<file path="src/rtl/sram_port_sequencer.sv">
// sram_port_sequencer
//
// Shares one synchronous single-port SRAM between the CPU instruction-fetch port and its data
// port. Each instruction runs as a short sequence: fetch, wait for read data, execute (issue
// the load/store the CPU requests), and for loads one more cycle to return the data. The CPU
// is stalled on every cycle except the single commit cycle of each sequence.
//
// Ports
//   clk, rst                 single clock; synchronous active-high reset
//   instr_read, instr_addr   CPU fetch request and PC (sampled in the fetch cycle)
//   instr_out                instruction held stable for the CPU
//   data_read, data_write    CPU load request / byte strobes (looked at in the execute cycle)
//   data_addr, data_in       load/store address and store data
//   data_out                 load data to the CPU (zero except in the load-return cycle)
//   cpu_stall                high = CPU must not advance PC or write registers
//   mem_addr, mem_read,      SRAM address, read enable, byte write strobes, write data
//   mem_write, mem_di
//   mem_do                   SRAM read data, valid the cycle after mem_read is sampled
//   retired_count            instructions committed since reset (wraps)

module sram_port_sequencer #(
  parameter int unsigned    AddrWidth = 32,
  parameter int unsigned    DataWidth = 32,
  parameter logic [31:0]    NopInstr  = 32'h0000_0013
) (
  input  logic                 clk,
  input  logic                 rst,

  input  logic                 instr_read,
  input  logic [AddrWidth-1:0] instr_addr,
  output logic [DataWidth-1:0] instr_out,

  input  logic                 data_read,
  input  logic [3:0]           data_write,
  input  logic [AddrWidth-1:0] data_addr,
  input  logic [DataWidth-1:0] data_in,
  output logic [DataWidth-1:0] data_out,

  output logic                 cpu_stall,

  output logic [AddrWidth-1:0] mem_addr,
  output logic                 mem_read,
  output logic [3:0]           mem_write,
  output logic [DataWidth-1:0] mem_di,
  input  logic [DataWidth-1:0] mem_do,

  output logic [31:0]          retired_count
);

  typedef enum logic [1:0] {
    StFetch,
    StFwait,
    StExec,
    StDwait
  } state_e;

  state_e               state_q, state_d;
  logic [DataWidth-1:0] instr_q, instr_d;
  logic [31:0]          retired_count_q, retired_count_d;
  logic                 commit;

  // ---------------------------------------------------------------------------------------
  // State register
  // ---------------------------------------------------------------------------------------
  always_ff @(posedge clk) begin
    if (rst) begin
      state_q <= StFetch;
    end else begin
      state_q <= state_d;
    end
  end

  // ---------------------------------------------------------------------------------------
  // Next-state logic
  // ---------------------------------------------------------------------------------------
  always_comb begin
    state_d = state_q;
    unique case (state_q)
      StFetch: begin
        if (instr_read) begin
          state_d = StFwait;
        end
      end
      StFwait: begin
        state_d = StExec;
      end
      StExec: begin
        // A store takes priority over a load requested in the same cycle.
        if (data_write != 4'b0000) begin
          state_d = StFetch;
        end else if (data_read) begin
          state_d = StDwait;
        end else begin
          state_d = StFetch;
        end
      end
      StDwait: begin
        state_d = StFetch;
      end
      default: begin
        state_d = StFetch;
      end
    endcase
  end

  // ---------------------------------------------------------------------------------------
  // Output logic
  // ---------------------------------------------------------------------------------------
  // mem_* depends only on state and CPU inputs, never on mem_do, so there is no loop through
  // the SRAM read port. Reset overrides everything so a pending store is dropped.
  always_comb begin
    cpu_stall = 1'b1;
    mem_read  = 1'b0;
    mem_write = 4'b0000;
    mem_addr  = instr_addr;
    mem_di    = '0;
    data_out  = '0;
    if (!rst) begin
      unique case (state_q)
        StFetch: begin
          mem_read = instr_read;
        end
        StFwait: begin
          // SRAM is returning the instruction word; no new access.
        end
        StExec: begin
          mem_addr = data_addr;
          if (data_write != 4'b0000) begin
            mem_write = data_write;
            mem_di    = data_in;
            cpu_stall = 1'b0;
          end else if (data_read) begin
            mem_read = 1'b1;
          end else begin
            cpu_stall = 1'b0;
          end
        end
        StDwait: begin
          data_out  = mem_do;
          cpu_stall = 1'b0;
        end
        default: begin
        end
      endcase
    end
  end

  // ---------------------------------------------------------------------------------------
  // Instruction hold register and retire counter
  // ---------------------------------------------------------------------------------------
  // The commit cycle is exactly the one cycle per sequence where the stall is released.
  assign commit = ~cpu_stall;

  always_comb begin
    instr_d         = instr_q;
    retired_count_d = retired_count_q;
    if (state_q == StFwait) begin
      instr_d = mem_do;
    end
    if (commit) begin
      retired_count_d = retired_count_q + 32'd1;
    end
  end

  always_ff @(posedge clk) begin
    if (rst) begin
      instr_q         <= NopInstr[DataWidth-1:0];
      retired_count_q <= 32'd0;
    end else begin
      instr_q         <= instr_d;
      retired_count_q <= retired_count_d;
    end
  end

  assign instr_out     = instr_q;
  assign retired_count = retired_count_q;

  // ---------------------------------------------------------------------------------------
  // Invariants
  // ---------------------------------------------------------------------------------------
  // Never two commits back to back.
  commit_spacing_a: assert property (@(posedge clk) disable iff (rst) commit |=> !commit);

  // SRAM writes only ever come from the execute cycle.
  write_in_exec_a: assert property (@(posedge clk) disable iff (rst)
    (mem_write != 4'b0000) |-> (state_q == StExec));

  // A read and a write are never issued together.
  no_rd_wr_a: assert property (@(posedge clk) disable iff (rst)
    !(mem_read && (mem_write != 4'b0000)));

endmodule

</file>
<file path="config.mk">
export PLATFORM = sky130hd
export DESIGN_NAME = sram_port_sequencer
export DESIGN_NICKNAME = d
export VERILOG_FILES = /design/src/rtl/sram_port_sequencer.sv
export SDC_FILE = /design/constraint.sdc
export NUM_CORES = 1
export LEC_CHECK = 0
export ABC_AREA = 1
export BUFFER_PORTS_ARGS = -buffer_cell sky130_fd_sc_hd__buf_2
export CAP_MARGIN = 20
export CORE_MARGIN = 4
export CORE_UTILIZATION = 25
export CTS_CLUSTER_DIAMETER = 30
export DETAILED_ROUTE_END_ITERATION = 6
export SLEW_MARGIN = 25
export SYNTH_ARGS = -nofsm -noshare
export SYNTH_HDL_FRONTEND = slang
export SYNTH_SLANG_ARGS = --single-unit
</file>
<file path="constraint.sdc">
create_clock -name clk -period 1.9 [get_ports clk]
set_clock_uncertainty 0.15 [all_clocks]
set_input_delay 0 -clock clk [delete_from_list [all_inputs] [get_ports clk]]
set_output_delay 0 -clock clk [all_outputs]
set_load 0.02 [all_outputs]
</file>
==> metrics <==
status=completed; Routability Congestion=0.887; Crit Path Max Fanout=37; Worst VDD drop=0.000426 V; Slew @ Worst Pin=0.555 ns; register area share after synthesis=0.331; I/O pin cnt=302; syn nets=787; WHS=0.0119 ns; largest family of logic cells by synthesized area=simple AND/OR/NAND/NOR gates; first-pass GRT wire length=26.1 mm; vias=5311; most common library cells after synthesis=208 x nor2_1, 155 x nand2_1, 66 x dfxtp_1, 43 x inv_1, 38 x nand3_1; P_int=2950 uW; most common cell in the netlist=nor2_1; CP cell instances=inv_1 -> nand3_2 -> buf_12 -> mux2_2 -> buf_2; die height=134 um; WS Path Type=register to output port; synth top area cells=dfxtp_1 33%, nor2_1 20%, nand2_1 15%, mux2_2 9.0%, nand3_1 4.8%; Die Width=134 um; Num CTS Buffers=9; Routed wire per std cell=14.0 um; core area=15400 um2; clock sink count=66; final worst path period share=0.956; synth unique cells=26; Avg Vias per Cell=4.41; Seq pwr share=0.362; adder-cell area share of the yosys netlist=0.00314; Critical Path Max Stage Delay=0.38 ns; synthesis-to-layout area growth=63.4%; clk slew on worst S/H paths=0.05 ns; xor/xnor share of the synthesized area=0.00879; crit end category=output port; number of DRC markers in iteration 0=263; Psw=1100 uW; Synth Warn #=0; top cell family by delay on the critical path=buffers and inverters; DP Cell Count=1149; Top FF cell, synth=dfxtp_1; DRC=0; post-layout util=0.422; CP Launch Type=register; Hold WC Path Type=primary input to register; Max-Cap Viols=0; Total GRT Usage=0.179; vias in the first global route=4960; FP Rows=45; die area=18000 um2; EDFF count, synth=0; final max-slew violation count=0; final hold viol count=0; Post-Route WL=16.8 mm; ant diodes=0; Rel. slew slack=0.630; cell area after synthesis=3990 um2; # setup viols final=0; total global routing overflow=0; Max Clock Freq=551 MHz; Final #Nets=1124; initial antenna violation count=1; combinational share of power=0.187; Leak=0.00343 uW; Cell Count, Final, Fillers Out=1203; worst path bufs/invs=3; fraction of layout cells with a size suffix above 1=0.388; required time of the worst setup path=1.75 ns; CP max-delay cell=mux2_2; largest net degree at the start of global routing=63; TNS Setup=0 ns; largest area contributor in the netlist=dfxtp_1; H-tree Lvls=3; Switching Fraction=0.271; TritonCTS clock tree=built; Bufs on Longest Clock Path=2; Avg Synthesized Cell Area=6.13 um2; CTS root buf=clkbuf_16; clock power share=0.452; Detailed Routing Iterations Pass 1=5; shortest period the worst path allows=1.82 ns; ys async rst share=0; starting density of the core=0.258; Synth Area in Compound Gates=0.0640; input/output buffers=301; top cell type's share of synthesized area=0.331; clk_lat worst skew=0.33 ns; Simple-Gate Fraction of Synth Area=0.425; post-synthesis mux area share=0.0904; post-route antenna net violation count=0; arrival time at the worst endpoint=1.67 ns; Pwr Density=622 nW/um2; dpl hpwl=12.8 mm; synthesized flop and latch total=66; Cells after Synth=650
## layout by cell type (no fill, tap or decap)
master,n
o21ai_2,1
mux2_2,32
dfxtp_1,66
nor3_1,3
buf_4,18
nand3_2,4
clkinvlp_4,2
nand2_1,155
dlygate4sd3_1,38
a21oi_2,1
ha_1,1
nand4_1,10
buf_2,301
o21ai_1,1
inv_1,42
clkbuf_8,1
inv_2,2
a21oi_1,13
bufinv_16,2
clkbuf_16,9
xor2_1,4
nand3_1,36
nand3b_1,1
nor2_1,204
nor2_4,4
nor2_2,5
clkinv_2,1
buf_12,1
o21ai_0,32
o21bai_1,1
inv_6,1
## power groups by stage
stage | logic (uW) | clock network, uW | registers (uW)
2_1_floorplan | 308 | 0 | 1560
3_3_place_gp | 689 | 0 | 1490
3_5_place_dp | 693 | 0 | 1490
4_1_cts | 755 | 1880 | 1460
5_1_grt | 825 | 1950 | 1470
6_report | 756 | 1830 | 1460
## flip-flops by register name (all words and copies together), names as in the netlist
name and count:
retired_count 32, instr_out 32, state_q 2
## layer usage
metal | track usage | up-vias | part of all wire
met5 | 0 | - | 0
met4 | 0.0554 | 0 | 0.020
met1 | 0.215 | 2320 | 0.41
li1 | - | 2715 | -
met2 | 0.312 | 249 | 0.48
met3 | 0.0484 | 27 | 0.089
## cell families after synthesis
| kind of cell | Yosys count |
|---|---|
| compound gates | 49 |
| xor+xnor | 4 |
| fa+ha+maj | 1 |
| buf+inv | 76 |
| flops | 66 |
| mux | 32 |
| simple gates | 422 |
## what timing repair did
item                                   CTS  global route
pin swaps                                0             1
endpoints found under the hold margin   38             0
setup buffers                            0             0
setup endpoints to repair                5            10
hold buffers                            38             0
resized for setup                        1             7
## per-stage QoR
stage | setup WS [ns] | area [um2] | total power (uW)
2_1_floorplan | 0.0640 | 3990 | 1870
3_3_place_gp | 0.0207 | 5780 | 2180
3_5_place_dp | -0.0515 | 5780 | 2190
4_1_cts | 0.0166 | 6490 | 4100
5_1_grt | -0.00191 | 6510 | 4250
6_report | 0.0837 | 6510 | 4050
## area by class of cell
| class | count | area [um2] |
|---|---|---|
| timing repair buffer | 358 | 2040 |
| sequential | 66 | 1320 |
| tap | 211 | 264 |
| clock buffer | 10 | 239 |
| inverter | 44 | 165 |
| clock inverter | 6 | 88.8 |
| fill | 1646 | 8910 |
| multi-input combinational | 508 | 2390 |
## worst paths after layout
path / startpoint / to / slack, ns / depth (start not counted)
max: state_q[0]$_SDFFE_PP0P_ / mem_addr[7] / 0.08 / 5
min: rst / retired_count[13]$_SDFFE_PP0N_ / 0.01 / 5
max reg2reg: state_q[0]$_SDFFE_PP0P_ / retired_count[30]$_SDFFE_PP0N_ / 0.17 / 9
min reg2reg: instr_out[1]$_SDFFE_PP1N_ / instr_out[1]$_SDFFE_PP1N_ / 0.31 / 2
## tightest hold or removal path: cells and delay by family
family        cells  cell delay (ns)
buf+inv           1             0.17
simple gates      4             0.29
Note: power is estimated with default switching activity, not from simulation.
